### config.mk
export PLATFORM = sky130hd
export DESIGN_NAME = multicycle_ctrl
export DESIGN_NICKNAME = d
export VERILOG_FILES = /design/src/rtl/cpu_pkg.sv /design/src/rtl/ctrl_decode.sv /design/src/rtl/multicycle_ctrl.sv
export SDC_FILE = /design/constraint.sdc
export NUM_CORES = 1
export LEC_CHECK = 0
export CORE_ASPECT_RATIO = 0.6
export CORE_UTILIZATION = 53
export CTS_BUF_LIST = sky130_fd_sc_hd__clkbuf_4
export DETAILED_ROUTE_END_ITERATION = 12
export PLACE_DENSITY_LB_ADDON = 0.1
export SLEW_MARGIN = 20
export SYNTH_ARGS = -nofsm -noshare
export SYNTH_HDL_FRONTEND = slang
export SYNTH_SLANG_ARGS = --single-unit
export TNS_END_PERCENT = 30
### constraint.sdc
create_clock -name clk -period 2.7 [get_ports clk]
set_clock_uncertainty 0.1 [all_clocks]
set_input_delay 0.405 -clock clk [delete_from_list [all_inputs] [get_ports clk]]
set_output_delay 0.405 -clock clk [all_outputs]
set_load 0.01 [all_outputs]
### src/rtl/cpu_pkg.sv
// Shared definitions for the 8-bit, 2-bit-field microprocessor.
// Holds the sequencer state encoding, opcode constants, instruction field
// positions and the sign-extension helpers used by the controller and the
// datapath.
package cpu_pkg;

  // Sequencer states
  typedef enum logic [2:0] {
    ST_IDLE   = 3'd0,
    ST_FETCH  = 3'd1,
    ST_DECODE = 3'd2,
    ST_EXEC   = 3'd3,
    ST_MEM    = 3'd4,
    ST_WB     = 3'd5,
    ST_HALT   = 3'd6
  } state_e;

  // Opcodes in ir[7:6]
  localparam logic [1:0] OP_ADD   = 2'b00;
  localparam logic [1:0] OP_LOAD  = 2'b01;
  localparam logic [1:0] OP_STORE = 2'b10;
  localparam logic [1:0] OP_JUMP  = 2'b11;

  // Instruction field positions: {op[7:6], rs[5:4], rt[3:2], rd/imm[1:0]}
  localparam int OP_MSB   = 7;
  localparam int OP_LSB   = 6;
  localparam int JOFF_MSB = 5;  // jump offset occupies ir[5:0]

  // Sign-extend the 2-bit immediate to a byte
  function automatic logic [7:0] sext2(input logic [1:0] v);
    return {{6{v[1]}}, v};
  endfunction

  // Sign-extend the 6-bit jump offset to a byte
  function automatic logic [7:0] sext6(input logic [5:0] v);
    return {{2{v[5]}}, v};
  endfunction

endpackage

### src/rtl/ctrl_decode.sv
// Combinational opcode decoder shared by the sequencer and the datapath.
// Ports:
//   op_i       opcode field ir[7:6]
//   reg_dst_o  1 = write rd (ADD), 0 = write rt
//   alu_src_o  1 = ALU operand B is sext(imm2) (LOAD/STORE)
//   is_mem_o   instruction accesses data memory
//   is_load_o  instruction is a LOAD
module ctrl_decode
  import cpu_pkg::*;
(
  input  logic [1:0] op_i,
  output logic       reg_dst_o,
  output logic       alu_src_o,
  output logic       is_mem_o,
  output logic       is_load_o
);

  // Opcode to control-class map; JUMP leaves everything low
  always_comb begin
    reg_dst_o = 1'b0;
    alu_src_o = 1'b0;
    is_mem_o  = 1'b0;
    is_load_o = 1'b0;
    case (op_i)
      OP_ADD: begin
        reg_dst_o = 1'b1;
      end
      OP_LOAD: begin
        alu_src_o = 1'b1;
        is_mem_o  = 1'b1;
        is_load_o = 1'b1;
      end
      OP_STORE: begin
        alu_src_o = 1'b1;
        is_mem_o  = 1'b1;
      end
      default: begin
        reg_dst_o = 1'b0;
      end
    endcase
  end

endmodule

### src/rtl/multicycle_ctrl.sv
// Multi-cycle sequencer: owns the PC, latches the instruction word and issues
// Moore-style datapath control from registered decodes of state and ir.
// Optional single-step gating of FETCH is built with MULTICYCLE_CTRL_STEP_EN.
// Ports:
//   clk, reset            clock and synchronous active-high reset
//   run                   leave IDLE and start at pc=0
//   step (optional)       rising edge admits one instruction
//   instr                 instruction memory data for address pc
//   dmem_ready            data memory completion
//   pc, ir                instruction address and latched instruction
//   reg_write, reg_dst, alu_src, mem_read, mem_write, mem_to_reg  controls
//   busy, halted, error   status (error is sticky memory timeout)
//   retired               saturating count of completed instructions
module multicycle_ctrl
  import cpu_pkg::*;
#(
  parameter int PROG_LEN    = 4,
  parameter int MEM_TIMEOUT = 15,
  parameter int CNT_W       = 16
) (
  input  logic             clk,
  input  logic             reset,
  input  logic             run,
`ifdef MULTICYCLE_CTRL_STEP_EN
  input  logic             step,
`endif
  input  logic [7:0]       instr,
  input  logic             dmem_ready,
  output logic [7:0]       pc,
  output logic [7:0]       ir,
  output logic             reg_write,
  output logic             reg_dst,
  output logic             alu_src,
  output logic             mem_read,
  output logic             mem_write,
  output logic             mem_to_reg,
  output logic             busy,
  output logic             halted,
  output logic             error,
  output logic [CNT_W-1:0] retired
);

  localparam int             TMO_W      = $clog2(MEM_TIMEOUT + 1);
  localparam logic [TMO_W-1:0] TMO_LAST = TMO_W'(MEM_TIMEOUT - 1);
  localparam logic [7:0]     PROG_LEN_C = 8'(PROG_LEN);

  state_e             state_q, state_d;
  logic [7:0]         pc_q, pc_d, ir_q, ir_d;
  logic [TMO_W-1:0]   tmo_q, tmo_d;
  logic [CNT_W-1:0]   retired_q, retired_d;
  logic               error_q, error_d;
  logic               ret_inc_s, go_s;
  logic               reg_write_q, reg_dst_q, alu_src_q, mem_read_q;
  logic               mem_write_q, mem_to_reg_q, busy_q, halted_q;
  logic               reg_dst_d, alu_src_d;
  logic               dec_reg_dst_s, dec_alu_src_s, dec_is_mem_s, dec_is_load_s;

  ctrl_decode u_decode (
    .op_i      (ir_q[OP_MSB:OP_LSB]),
    .reg_dst_o (dec_reg_dst_s),
    .alu_src_o (dec_alu_src_s),
    .is_mem_o  (dec_is_mem_s),
    .is_load_o (dec_is_load_s)
  );

`ifdef MULTICYCLE_CTRL_STEP_EN
  logic step_q, step_pend_q, step_pend_d, step_rise_s;

  // A step edge seen outside FETCH is held until FETCH consumes it
  assign step_rise_s = step & ~step_q;
  assign go_s        = step_rise_s | step_pend_q;

  // Pending-step bookkeeping
  always_comb begin
    step_pend_d = step_pend_q | step_rise_s;
    if (state_q == ST_FETCH) begin
      step_pend_d = 1'b0;
    end else begin
      step_pend_d = step_pend_q | step_rise_s;
    end
  end

  // Registered step copy for edge detection
  always_ff @(posedge clk) begin
    if (reset) begin
      step_q      <= 1'b0;
      step_pend_q <= 1'b0;
    end else begin
      step_q      <= step;
      step_pend_q <= step_pend_d;
    end
  end
`else
  assign go_s = 1'b1;
`endif

  // Next-state, PC, IR, timeout and retire-count logic
  always_comb begin
    state_d   = state_q;
    pc_d      = pc_q;
    ir_d      = ir_q;
    tmo_d     = tmo_q;
    error_d   = error_q;
    ret_inc_s = 1'b0;
    case (state_q)
      ST_IDLE: begin
        if (run) state_d = ST_FETCH;
        else     state_d = ST_IDLE;
      end
      ST_FETCH: begin
        if (!go_s) begin
          state_d = ST_FETCH;
        end else if (pc_q >= PROG_LEN_C) begin
          state_d = ST_HALT;
        end else begin
          ir_d    = instr;
          pc_d    = pc_q + 8'd1;
          state_d = ST_DECODE;
        end
      end
      ST_DECODE: begin
        state_d = ST_EXEC;
      end
      ST_EXEC: begin
        if (ir_q[OP_MSB:OP_LSB] == OP_JUMP) begin
          // pc already points past the jump, so the offset is relative to it
          pc_d      = pc_q + sext6(ir_q[JOFF_MSB:0]);
          ret_inc_s = 1'b1;
          state_d   = ST_FETCH;
        end else if (dec_is_mem_s) begin
          tmo_d   = '0;
          state_d = ST_MEM;
        end else begin
          state_d = ST_WB;
        end
      end
      ST_MEM: begin
        if (dmem_ready) begin
          if (dec_is_load_s) begin
            state_d = ST_WB;
          end else begin
            ret_inc_s = 1'b1;
            state_d   = ST_FETCH;
          end
        end else if (tmo_q == TMO_LAST) begin
          // This is the MEM_TIMEOUT-th cycle without ready
          error_d = 1'b1;
          state_d = ST_HALT;
        end else begin
          tmo_d = tmo_q + TMO_W'(1);
        end
      end
      ST_WB: begin
        ret_inc_s = 1'b1;
        state_d   = ST_FETCH;
      end
      ST_HALT: begin
        state_d = ST_HALT;
      end
      default: begin
        state_d = ST_IDLE;
      end
    endcase

    if (ret_inc_s && (retired_q != {CNT_W{1'b1}})) begin
      retired_d = retired_q + CNT_W'(1);
    end else begin
      retired_d = retired_q;
    end

    // Operand selects are captured during DECODE and held afterwards
    if (state_q == ST_DECODE) begin
      reg_dst_d = dec_reg_dst_s;
      alu_src_d = dec_alu_src_s;
    end else begin
      reg_dst_d = reg_dst_q;
      alu_src_d = alu_src_q;
    end
  end

  // State and registered Moore outputs; strobes are decoded from the
  // upcoming state so they are valid for the whole state
  always_ff @(posedge clk) begin
    if (reset) begin
      state_q      <= ST_IDLE;
      pc_q         <= 8'd0;
      ir_q         <= 8'd0;
      tmo_q        <= '0;
      retired_q    <= '0;
      error_q      <= 1'b0;
      reg_write_q  <= 1'b0;
      reg_dst_q    <= 1'b0;
      alu_src_q    <= 1'b0;
      mem_read_q   <= 1'b0;
      mem_write_q  <= 1'b0;
      mem_to_reg_q <= 1'b0;
      busy_q       <= 1'b0;
      halted_q     <= 1'b0;
    end else begin
      state_q      <= state_d;
      pc_q         <= pc_d;
      ir_q         <= ir_d;
      tmo_q        <= tmo_d;
      retired_q    <= retired_d;
      error_q      <= error_d;
      reg_write_q  <= (state_d == ST_WB);
      reg_dst_q    <= reg_dst_d;
      alu_src_q    <= alu_src_d;
      mem_read_q   <= (state_d == ST_MEM) && dec_is_load_s;
      mem_write_q  <= (state_d == ST_MEM) && !dec_is_load_s;
      mem_to_reg_q <= (state_d == ST_WB) && dec_is_load_s;
      busy_q       <= (state_d != ST_IDLE) && (state_d != ST_HALT);
      halted_q     <= (state_d == ST_HALT);
    end
  end

  assign pc         = pc_q;
  assign ir         = ir_q;
  assign reg_write  = reg_write_q;
  assign reg_dst    = reg_dst_q;
  assign alu_src    = alu_src_q;
  assign mem_read   = mem_read_q;
  assign mem_write  = mem_write_q;
  assign mem_to_reg = mem_to_reg_q;
  assign busy       = busy_q;
  assign halted     = halted_q;
  assign error      = error_q;
  assign retired    = retired_q;

endmodule

# Word level (Yosys, flattened, before mapping)
# Cells that the tools add are included.
[totals]
reg_bits = 48
inputBits = 12
output_inout_bits = 41
elab_cells = 81
[op_classes]
n_addsub = 4
order_cmp = 1
eq_ne = 21
n_mux = 23
n_bitwise = 2
n_reduce_logical = 16
[ops]
columns = ["cell", "n"]
rows = [
  ["$pmux 3 s7", 1],
  ["$eq 3x3->1 const B", 6],
  ["$add 16x1->16 const B", 1],
  ["$mux 4", 4],
  ["$mux 8", 2],
  ["$ne 16x16->1 const B", 1],
  ["$pmux 8 s2", 1],
  ["$mux 3", 5],
  ["$ne 2x2->1 const B", 6],
  ["$add 8x1->8 const B", 1],
  ["$add 8x8->8", 1],
  ["$ge 8x3->1 const B", 1],
  ["$mux 1", 8],
  ["$pmux 4 s2", 1],
  ["$eq 3x2->1 const B", 2],
  ["$reduce_and 3->1", 2],
  ["$logic_and 1x1->1", 5],
  ["$reduce_and 5->1", 1],
  ["$add 4x1->4 const B", 1],
  ["$eq 2x2->1 const B", 2],
  ["$eq 4x4->1 const B", 1],
  ["$reduce_bool 2->1", 2],
  ["$eq 3x1->1 const B", 1],
  ["$logic_not 3->1", 1],
  ["9 further kinds", 10],
]

# Depth between registers and ports, before layout
# Gate-level depths: netlist of run 1.
[logic_depth]
depth_word = 8
mapped_depth = 10
depth_no_buf = 9

# Hierarchy
# Synthesis of run 1 repeated with hierarchy kept, for this count alone.
[hier_totals]
cells_unflattened = 289
hier_area_um2 = 2567.5
[modules_own_cells]
columns = ["module", "n_inst", "cells_per_inst", "area_each_um2", "seq_area_each_um2"]
rows = [
  ["multicycle_ctrl", 1, 284, 2527.4, 960.9],
  ["ctrl_decode", 1, 5, 40.0, 0.0],
]

# Worst setup path after synthesis of run 1
# No wires, ideal clock.
[synth_path]
kind = "reg2reg"
start = "reg state_q[1]"
end = "reg pc_q[7], in the netlist pc[7]"
setup_ps = 123
arrival_time_ps = 2166
t_required_ps = 2477
slack_ps = 311
stages_incl_launch_ff = 9
n_path_buf = 1
period_less_slack_ps = 2389
cell_sequence = "dfxtp_1 -> and3b_1 -> buf_4 -> and2_1 -> ha_1 -> or4_1 -> o22ai_1 -> mux2i_1 -> mux2_1"
[synth_between]
elab_chain_cells = 3
word_cells_on_any_way = 7
cone_classes = "eq/ne: 4; mux: 1; reduce/logical: 2"
[synth_rtl]
columns = ["item", "line_no", "rtl"]
rows = [
  ["start: declaration", "multicycle_ctrl.sv:47", "state_e state_q, state_d;"],
  ["start signal: assignment", "multicycle_ctrl.sv:200", "state_q <= state_d;"],
  ["$eq 3x2->1 or $eq 3x1->1 (tied branches)", "multicycle_ctrl.sv:105", "case (state_q)"],
  ["$ne 2x2->1 (no line) or $reduce_bool 2->1 (tied branches)", "--", ""],
  ["$reduce_and 3->1 (no line)", "--", ""],
  ["end signal: assignment", "multicycle_ctrl.sv:201", "pc_q <= pc_d;"],
  ["end: declaration", "multicycle_ctrl.sv:48", "logic [7:0] pc_q, pc_d, ir_q, ir_d;"],
]
# Several ways; a longest one is shown, not always the timed one.
# A chain may end at the register's enable or synchronous reset.

# Final worst setup path of run 1
[layout_path]
start = "reg state_q[2]"
end = "reg pc_q[7], in the netlist pc[7]"
# Same word-level chain as after synthesis.

==> results of run 1 <==
-- critical path, delay by kind of cell (launching register included) --
family,cells,cell delay [ns]
and+or+nand+nor,3,0.93
muxes,2,0.57
DFF,1,0.36
adders and majority gates,1,0.25
AOI/OAI and AO/OA,1,0.18
-- power groups by stage --
stage	Combinational, mW	Clock (mW)	Sequential [mW]
floorplan	0.255	0	0.803
global placement	0.409	0	0.794
detailed placement	0.414	0	0.795
CTS	0.417	0.440	0.780
global route	0.460	0.469	0.785
finish	0.420	0.431	0.780
-- area by class of cell --
class | instances | area, µm² | share of cell area, %
repair buffers | 61 | 588 | 17.4
clock buffers | 6 | 45.0 | 1.34
inverters | 14 | 52.6 | 1.56
clock inverters | 2 | 35.0 | 1.04
multi-input cells | 241 | 1610 | 47.8
flip-flops and latches | 48 | 961 | 28.5
well taps | 63 | 78.8 | 2.34
-- worst max-delay path by stage --
stage / start / end / slack [ns] / depth (start not counted)
2_1_floorplan: state_q[1]$_SDFF_PP0_ / pc[7]$_SDFFE_PP0P_ / 0.31 / 8
3_3_place_gp: dmem_ready / retired[15]$_SDFFE_PP0P_ / 0.25 / 6
3_5_place_dp: dmem_ready / retired[15]$_SDFFE_PP0P_ / 0.18 / 6
4_1_cts: state_q[2]$_SDFF_PP0_ / pc[7]$_SDFFE_PP0P_ / 0.23 / 7
5_1_grt: state_q[2]$_SDFF_PP0_ / pc[7]$_SDFFE_PP0P_ / 0.06 / 8
6_report: state_q[2]$_SDFF_PP0_ / pc[7]$_SDFFE_PP0P_ / 0.23 / 7
-- cell families (layout without fill, tap and decap cells) --
family / Yosys count / in the layout / synth area share [%]
mux: 11 / 11 / 4.39
fa+ha+maj: 14 / 14 / 6.82
flops: 48 / 48 / 35.9
simple gates: 138 / 138 / 27.6
buf+inv: 24 / 83 / 3.88
compound gates: 70 / 70 / 18.8
xor+xnor: 8 / 8 / 2.62
-- stage by stage --
| step | hold slack (ns) | cell area (µm²) | worst slack, ns |
|---|---|---|---|
| 4_1_cts | 0.395 | 3370 | 0.230 |
| 6_report | 0.387 | 3370 | 0.228 |
| 2_1_floorplan | 0.383 | 2680 | 0.311 |
| 3_5_place_dp | 0.365 | 3290 | 0.178 |
| 5_1_grt | 0.431 | 3370 | 0.0587 |
| 3_3_place_gp | 0.357 | 3290 | 0.247 |
-- Yosys cell counts (all sizes together) (2+ instances only) --
master	n
a211oi	8
a21o	3
a21oi	24
a31o	2
a31oi	3
and2	9
buf	5
clkbuf	5
dfxtp	48
ha	13
inv	14
mux2	3
mux2i	8
nand2	30
nand2b	5
nand3	12
nand4	5
nor2	37
nor2b	7
nor3	12
nor4	4
o21a	2
o21ai	9
o31ai	4
o41ai	3
or2	3
or4	5
xnor2	7
-- layer usage --
layer / share of wire (%) / GRT usage [%] / up-vias
met5: 0 / 0 / -
met1: 53 / 41.3 / 1143
met2: 39 / 34.8 / 91
met3: 6.6 / 5.33 / 12
met4: 1.3 / 5.71 / 0
li1: - / - / 1243
-- cells in the final DEF (no fill, tap or decap), types with 2 or more instances in the layout --
cell type,netlist,final
clkdlybuf4s50_1,0,52
dfxtp_1,48,48
nor2_1,37,37
nand2_1,28,28
a21oi_1,22,22
inv_1,14,14
ha_1,13,13
nand3_1,12,12
nor3_1,11,11
and2_1,9,9
buf_4,1,9
a211oi_1,8,8
o21ai_0,8,8
mux2i_1,8,8
nor2b_1,7,7
xnor2_1,7,7
clkbuf_4,0,6
nand2b_1,5,5
nand4_1,4,4
o31ai_1,4,4
or4_1,4,4
a31oi_1,3,3
a21o_1,3,3
or2_2,3,3
nor4_1,3,3
nand2_4,2,2
a31o_1,2,2
a21oi_2,2,2
o21a_1,2,2
o41ai_1,2,2
==> qor.yml, run 1 <==
ys_types: 64
irDropWorstVdd_uv: 348
period_share_pct: 91.5
grt_pass1_vias: 2178
netlist_area_um2: 2680
io_pins: 53
seq_area_frac_synth_pct: 35.9
cap_violations: 0
synth-async-reset-ratio_pct: 0
grt_pass1_wl_mm: 10.7
grt.overflow.total: 0
cp_slowest_cell: "or4_1"
drive_gt1_share_pct: 8.87
cellLeakagePower_nw: 1.31
clkLatencyLatePin_ns: 0.36
powerDensity_nw_per_um2: 483
nFillCells: 399
p_comb_share_pct: 25.8
crit_required_ns: 2.86
drc_errors: 0
worstHoldStart: "error$_SDFFE_PP0P_"
die_area_um2: 5350
internal_power_mw: 1.14
startpoint_type: "flip-flop"
fin_nets: 397
ctsHoldBuffers: 0
synthToLayoutAreaGrowth_pct: 26.0
path_clk_slew_ns: 0.14
io_buffers: 52
finalPower_mw: 1.63
grt_antenna_before_repair: 0
ys.flop_type: "dfxtp_1"
p_seq_share_pct: 47.8
place_hpwl_mm: 4.91
hold_path_class: "reg -> reg"
endpoint_kind: "flip-flop"
ys_warn_count: 0
initial_core_util_pct: 56.9
firstDrtPassIters: 5
rsz0062_at_grt: "false"
cts_root_buf: "clkbuf_4"
slew_violations: 0
period_needed_ns: 2.47
place_inst: 427
worstHoldEndpoint: "error$_SDFFE_PP0P_"
p_clk_share_pct: 26.4
switching_share_pct: 29.9
numClockSinks: 48
clock.fmax_mhz: 405
ant_nets: 0
grt_usage_pct: 25.8
vias: 2489
core_region_area_um2: 4710
drtIter0Drc: 196
cpPeakStageDelay_ns: 0.51
synth-edff-count: 0
cts_buffers: 5
diodes: 0
hold_depth: 2
arrival_ns: 2.63
largest_reg_flops: 16
synth.net_count: 339
cts_setup_buffers: 0
fin_tns_setup_ns: 0
rrSetupSlack_ns: 0.23
rows: 19
cts-resized-gates: 0
setup_viol: 0
cts_tree: "yes"
synth_area_per_cell_um2: 8.55
yosys.area.top_type: "dfxtp_1"
yosysTopAreaCellShare_pct: 35.9
cts_buffer_depth: 2
rr_endpoint: "pc[7]$_SDFFE_PP0P_"
tightest_slew_ns: 0.752
die_y_um: 57.1
syn_inst: 313
cts-htree-levels: 2
drt-total-wl_mm: 6.57
grt_max_degree: 28
worstSetupPathType: "reg -> reg"
synth_seq_cells: 48
p_switching_mw: 0.488
fin_util_pct: 71.7
via_per_inst: 5.72
wl_per_cell_um: 15.1
r2r-start: "state_q[2]$_SDFF_PP0_"
outcome: "complete, no violations"
crit_path_cell_trace: "and3b_1 > and2_1 > ha_1 > or4_1 > o22ai_1 > mux2i_1 > mux2_1"
place_congestion: 0.861
path_max_fanout: 7
reg2reg_depth: 7
final_cells: 435
slew_headroom_pct: 49.5
die_w_um: 93.8
hold_viol_final: 0
yosys-top-cells-area: "dfxtp_1 36%, ha_1 6.1%, nor2_1 5.2%"
No activity file was read; power rests on OpenSTA's default activity.
==> inputs of run 2 (changes only) <==
--- a/config.mk
+++ b/config.mk
@@ -10,6 +10,7 @@
 export CTS_BUF_LIST = sky130_fd_sc_hd__clkbuf_4
 export DETAILED_ROUTE_END_ITERATION = 12
 export PLACE_DENSITY_LB_ADDON = 0.1
+export RECOVER_POWER = 100
 export SLEW_MARGIN = 20
 export SYNTH_ARGS = -nofsm -noshare
 export SYNTH_HDL_FRONTEND = slang
==> qor.yml, run 2 (synthesis results as in run 1) <==
cts_buffer_depth: 2  # unchanged
grt_pass1_vias: 2178  # unchanged
die_w_um: 93.8  # unchanged
diodes: 0  # unchanged
worstSetupPathType: "reg -> reg"
synthToLayoutAreaGrowth_pct: 24.7
cpLargestDelayFamily: "simple AND/OR/NAND/NOR gates"
p_comb_share_pct: 24.3  # -1.5 points
drive_gt1_share_pct: 7.26  # -1.6 points
period_needed_ns: 2.47  # -0.00248 ns
ctsHoldBuffers: 0  # unchanged
die_area_um2: 5350  # unchanged
fin_nets: 397  # unchanged
p_switching_mw: 0.480  # -1.6%
initial_core_util_pct: 56.9  # unchanged
via_per_inst: 5.74  # +0.24%
vias: 2495  # +0.24%
powerDensity_nw_per_um2: 479  # -0.92%
p_seq_share_pct: 48.6  # +0.8 points
startpoint_type: "flip-flop"
place_hpwl_mm: 4.91  # unchanged
place_inst: 427  # unchanged
drtIter0Drc: 223  # +14%
cap_violations: 0  # unchanged
numClockSinks: 48  # unchanged
largest_reg_flops: 16  # unchanged
drc_errors: 0  # unchanged
path_max_fanout: 7  # unchanged
fin_util_pct: 70.9  # -0.74 points
slew_violations: 0  # unchanged
io_pins: 53  # unchanged
nFillCells: 409  # +2.5%
rsz0062_at_grt: "false"
drt-total-wl_mm: 6.56  # -0.12%
hold_path_class: "reg -> reg"
path_clk_slew_ns: 0.14  # about the same
grt_usage_pct: 25.8  # unchanged
endpoint_kind: "flip-flop"
cts_root_buf: "clkbuf_4"
outcome: "complete, no violations"
final_common_cell: "dfxtp_1"
cts_setup_buffers: 0  # unchanged
final_cells: 435  # unchanged
crit_required_ns: 2.87  # about the same
cpPeakStageDelay_ns: 0.51  # about the same
clock.fmax_mhz: 405  # +0.10%
finalPower_mw: 1.60  # -1.9%
tightest_slew_ns: 0.751  # -0.000367 ns
clkLatencyLatePin_ns: 0.36  # about the same
cellLeakagePower_nw: 1.43  # +9.2%
grt_pass1_wl_mm: 10.7  # unchanged
cts-resized-gates: 0  # unchanged
whs_ns: 0.382  # -0.00529 ns
cts_buffers: 5  # unchanged
internal_power_mw: 1.12  # -2.1%
cts_tree: "yes"
die_y_um: 57.1  # unchanged
switching_share_pct: 30.0  # +0.092 points
cp_slowest_cell: "or4_1"
firstDrtPassIters: 4  # -1
crit_path_cell_trace: "and3b_1 > and2_1 > ha_1 > or4_1 > o22ai_1 > mux2i_1 > mux2_1"
period_share_pct: 91.5  # -0.092 points
core_region_area_um2: 4710  # unchanged
hold_viol_final: 0  # unchanged
arrival_ns: 2.63  # about the same
irDropWorstVdd_uv: 336  # -3.4%
cp_num_buf_inv: 0  # unchanged
cts-htree-levels: 2  # unchanged
mostFrequentLayoutCells: "48 x dfxtp_1, 41 x dlygate4sd3_1, 37 x nor2_1"
grt_max_degree: 28  # unchanged
ant_nets: 0  # unchanged
wl_per_cell_um: 15.1  # -0.12%
slew_headroom_pct: 49.5  # about the same
grt_antenna_before_repair: 0  # unchanged
grt.overflow.total: 0  # unchanged
place_congestion: 0.861  # unchanged
rows: 19  # unchanged
p_clk_share_pct: 27.1  # +0.7 points
io_buffers: 52  # unchanged
setup_viol: 0  # unchanged
fin_tns_setup_ns: 0  # unchanged
[run 2: metal layers]
layer  GRT usage (%)  part of all wire, %  wire, µm
met3            5.33                  7.7       504
met5               0                    0         0
met4            5.71                 0.93        61
met1            41.3                   52      3380
met2            34.8                   40      2610
[run 2: metrics by stage]
step                area, µm²  worst slack (ns)
floorplan                2680             0.311
global placement         3290             0.247
detailed placement       3290             0.178
CTS                      3370             0.230
global route             3340            0.0587
finish                   3340             0.231
[run 2: worst register-to-register path, stage by stage, from the launching register on]
cell	delay (ns)
dfxtp_1	0.36
and3b_1	0.24
and2_1	0.18
ha_1	0.25
or4_1	0.51
o22ai_1	0.18
mux2i_1	0.24
mux2_1	0.33
[run 2: worst paths after layout]
| kind | cells after the start | slack, ns | startpoint | endpoint |
|---|---|---|---|---|
| max reg2reg | 7 | 0.23 | state_q[2]$_SDFF_PP0_ | pc[7]$_SDFFE_PP0P_ |
| min | 2 | 0.38 | error$_SDFFE_PP0P_ | error$_SDFFE_PP0P_ |
| min reg2reg | 2 | 0.38 | error$_SDFFE_PP0P_ | error$_SDFFE_PP0P_ |
| max | 7 | 0.23 | state_q[2]$_SDFF_PP0_ | pc[7]$_SDFFE_PP0P_ |
[run 2: layout make-up]
class | count | area, µm² | share of cell area (%)
Tap cell | 63 | 78.8 | 2.36
Inverter | 14 | 52.6 | 1.57
Clock inverter | 2 | 35.0 | 1.05
Multi-Input combinational cell | 241 | 1590 | 47.5
Clock buffer | 6 | 45.0 | 1.35
Timing Repair Buffer | 61 | 581 | 17.4
Sequential cell | 48 | 961 | 28.8
[run 2: power by group through the flow]
stage / registers [mW] / clock network (mW) / logic [mW]
3_5_place_dp: 0.795 / 0 / 0.414
4_1_cts: 0.780 / 0.440 / 0.417
2_1_floorplan: 0.803 / 0 / 0.255
3_3_place_gp: 0.794 / 0 / 0.409
6_report: 0.778 / 0.433 / 0.388
5_1_grt: 0.783 / 0.469 / 0.429
==> inputs of run 3 (changes only) <==
--- a/config.mk
+++ b/config.mk
@@ -7,7 +7,7 @@
 export LEC_CHECK = 0
 export CORE_ASPECT_RATIO = 0.6
 export CORE_UTILIZATION = 53
-export CTS_BUF_LIST = sky130_fd_sc_hd__clkbuf_4
+export CTS_BUF_LIST = sky130_fd_sc_hd__clkbuf_8
 export DETAILED_ROUTE_END_ITERATION = 12
 export PLACE_DENSITY_LB_ADDON = 0.1
 export RECOVER_POWER = 100
==> qor.yml, run 3 (synthesis results as in run 1) <==
cpLargestDelayFamily: "simple AND/OR/NAND/NOR gates"
period_share_pct: 91.9  # +0.41 points
die_y_um: 57.1  # unchanged
grt.overflow.total: 0  # unchanged
path_clk_slew_ns: 0.09  # -0.05 ns
vias: 2487  # -0.32%
cts_setup_buffers: 0  # unchanged
cap_violations: 0  # unchanged
firstDrtPassIters: 5  # +1
setup_viol: 0  # unchanged
slew_headroom_pct: 49.7  # +0.19 points
crit_required_ns: 2.79  # -0.08 ns
fin_tns_setup_ns: 0  # unchanged
ctsHoldBuffers: 0  # unchanged
worstSetupPathDepth: 7  # unchanged
path_max_fanout: 7  # unchanged
io_buffers: 52  # unchanged
crit_path_cell_trace: "and3b_1 > and2_1 > ha_1 > or4_1 > o22ai_1 > mux2i_1 > mux2_1"
place_congestion: 0.861  # unchanged
cpPeakStageDelay_ns: 0.51  # about the same
hold_depth: 2  # unchanged
cp_num_buf_inv: 0  # unchanged
slew_violations: 0  # unchanged
period_needed_ns: 2.48  # +0.0111 ns
tightest_slew_ns: 0.749  # -0.00283 ns
core_region_area_um2: 4710  # unchanged
powerDensity_nw_per_um2: 497  # +3.8%
finalPower_mw: 1.67  # +4.7%
numClockSinks: 48  # unchanged
hold_path_class: "reg -> reg"
cts-resized-gates: 0  # unchanged
final_common_cell: "dfxtp_1"
startpoint_type: "flip-flop"
largest_reg_flops: 16  # unchanged
cts-htree-levels: 2  # unchanged
outcome: "complete, no violations"
multi_input_area_um2: 1590  # unchanged
cts_buffers: 5  # unchanged
diodes: 0  # unchanged
fin_util_pct: 71.5  # +0.58 points
cellLeakagePower_nw: 1.44  # +0.96%
clkLatencyLatePin_ns: 0.30  # -0.06 ns
endpoint_kind: "flip-flop"
place_hpwl_mm: 4.91  # unchanged
rows: 19  # unchanged
grt_pass1_wl_mm: 10.9  # +1.2%
cts_tree: "yes"
nFillCells: 398  # -2.7%
grt_antenna_before_repair: 0  # unchanged
wl_per_cell_um: 15.1  # +0.29%
fin_area_um2: 3370  # +0.82%
cp_slowest_cell: "or4_1"
grt_usage_pct: 26.2  # +0.43 points
via_per_inst: 5.72  # -0.32%
arrival_ns: 2.57  # -0.06 ns
drc_errors: 0  # unchanged
cts_buffer_depth: 2  # unchanged
cts_root_buf: "clkbuf_8"
die_w_um: 93.8  # unchanged
fin_nets: 397  # unchanged
drtIter0Drc: 155  # -30%
whs_ns: 0.371  # -0.0107 ns
worstSetupPathType: "reg -> reg"
rsz0062_at_grt: "false"
io_pins: 53  # unchanged
mostFrequentLayoutCells: "48 x dfxtp_1, 41 x dlygate4sd3_1, 37 x nor2_1"
clock.fmax_mhz: 403  # -0.45%
placed_area_um2: 3290  # unchanged
drt-total-wl_mm: 6.58  # +0.29%
ant_nets: 0  # unchanged
grt_max_degree: 28  # unchanged
initial_core_util_pct: 56.9  # unchanged
drive_gt1_share_pct: 6.99  # -0.27 points
synthToLayoutAreaGrowth_pct: 25.7
layout.area.seq_um2: 961  # unchanged
grt_pass1_vias: 2188  # +0.46%
die_area_um2: 5350  # unchanged
hold_viol_final: 0  # unchanged
irDropWorstVdd_uv: 290  # -14%
reg2reg_depth: 7  # unchanged
-- run 3: cell types whose count changed in the layout (fill, tap and decap cells not counted) --
cell / change
clkbuf_4: -6
inv_1: +1
clkbuf_8: +5
-- run 3: metrics by stage --
stage | worst slack, ns | std cells
after global routing | 0.0708 | 435
after floorplan | 0.311 | 313
after CTS | 0.233 | 435
final | 0.220 | 435
after global placement | 0.247 | 427
after detailed placement | 0.178 | 427
-- run 3: area by class of cell --
| class | count | area share (%) |
|---|---|---|
| Tap cell | 63 | 2.34 |
| Inverter | 14 | 1.56 |
| Clock inverter | 3 | 1.15 |
| Sequential cell | 48 | 28.6 |
| Multi-Input combinational cell | 241 | 47.1 |
| Timing Repair Buffer | 61 | 17.2 |
| Clock buffer | 5 | 2.04 |
-- run 3: worst paths after layout --
path	startpoint	endpoint	slack, ns
setup / recovery	state_q[2]$_SDFF_PP0_	pc[7]$_SDFFE_PP0P_	0.22
hold / removal	error$_SDFFE_PP0P_	error$_SDFFE_PP0P_	0.37
setup reg to reg	state_q[2]$_SDFF_PP0_	pc[7]$_SDFFE_PP0P_	0.22
hold reg to reg	error$_SDFFE_PP0P_	error$_SDFFE_PP0P_	0.37
-- run 3: per-layer routing --
| layer | track usage, % | part of all wire [%] | up-vias |
|---|---|---|---|
| met5 | 0 | 0 | - |
| met2 | 35.5 | 40 | 100 |
| met4 | 6.15 | 1.1 | 0 |
| met1 | 41.9 | 53 | 1136 |
| li1 | - | - | 1241 |
| met3 | 5.33 | 6.3 | 10 |
-- run 3: power breakdown --
part / internal (mW) / switching, mW
sequential: 0.748 / 0.0294
combinational: 0.166 / 0.225
clock: 0.271 / 0.235
total: 1.18 / 0.489
-- run 3: worst register-to-register path, delay by kind of cell, from the launching register on --
| family | cells | cell delay, ns |
|---|---|---|
| fa+ha+maj | 1 | 0.25 |
| simple gates | 3 | 0.93 |
| compound gates | 1 | 0.17 |
| flops | 1 | 0.35 |
| mux | 2 | 0.56 |
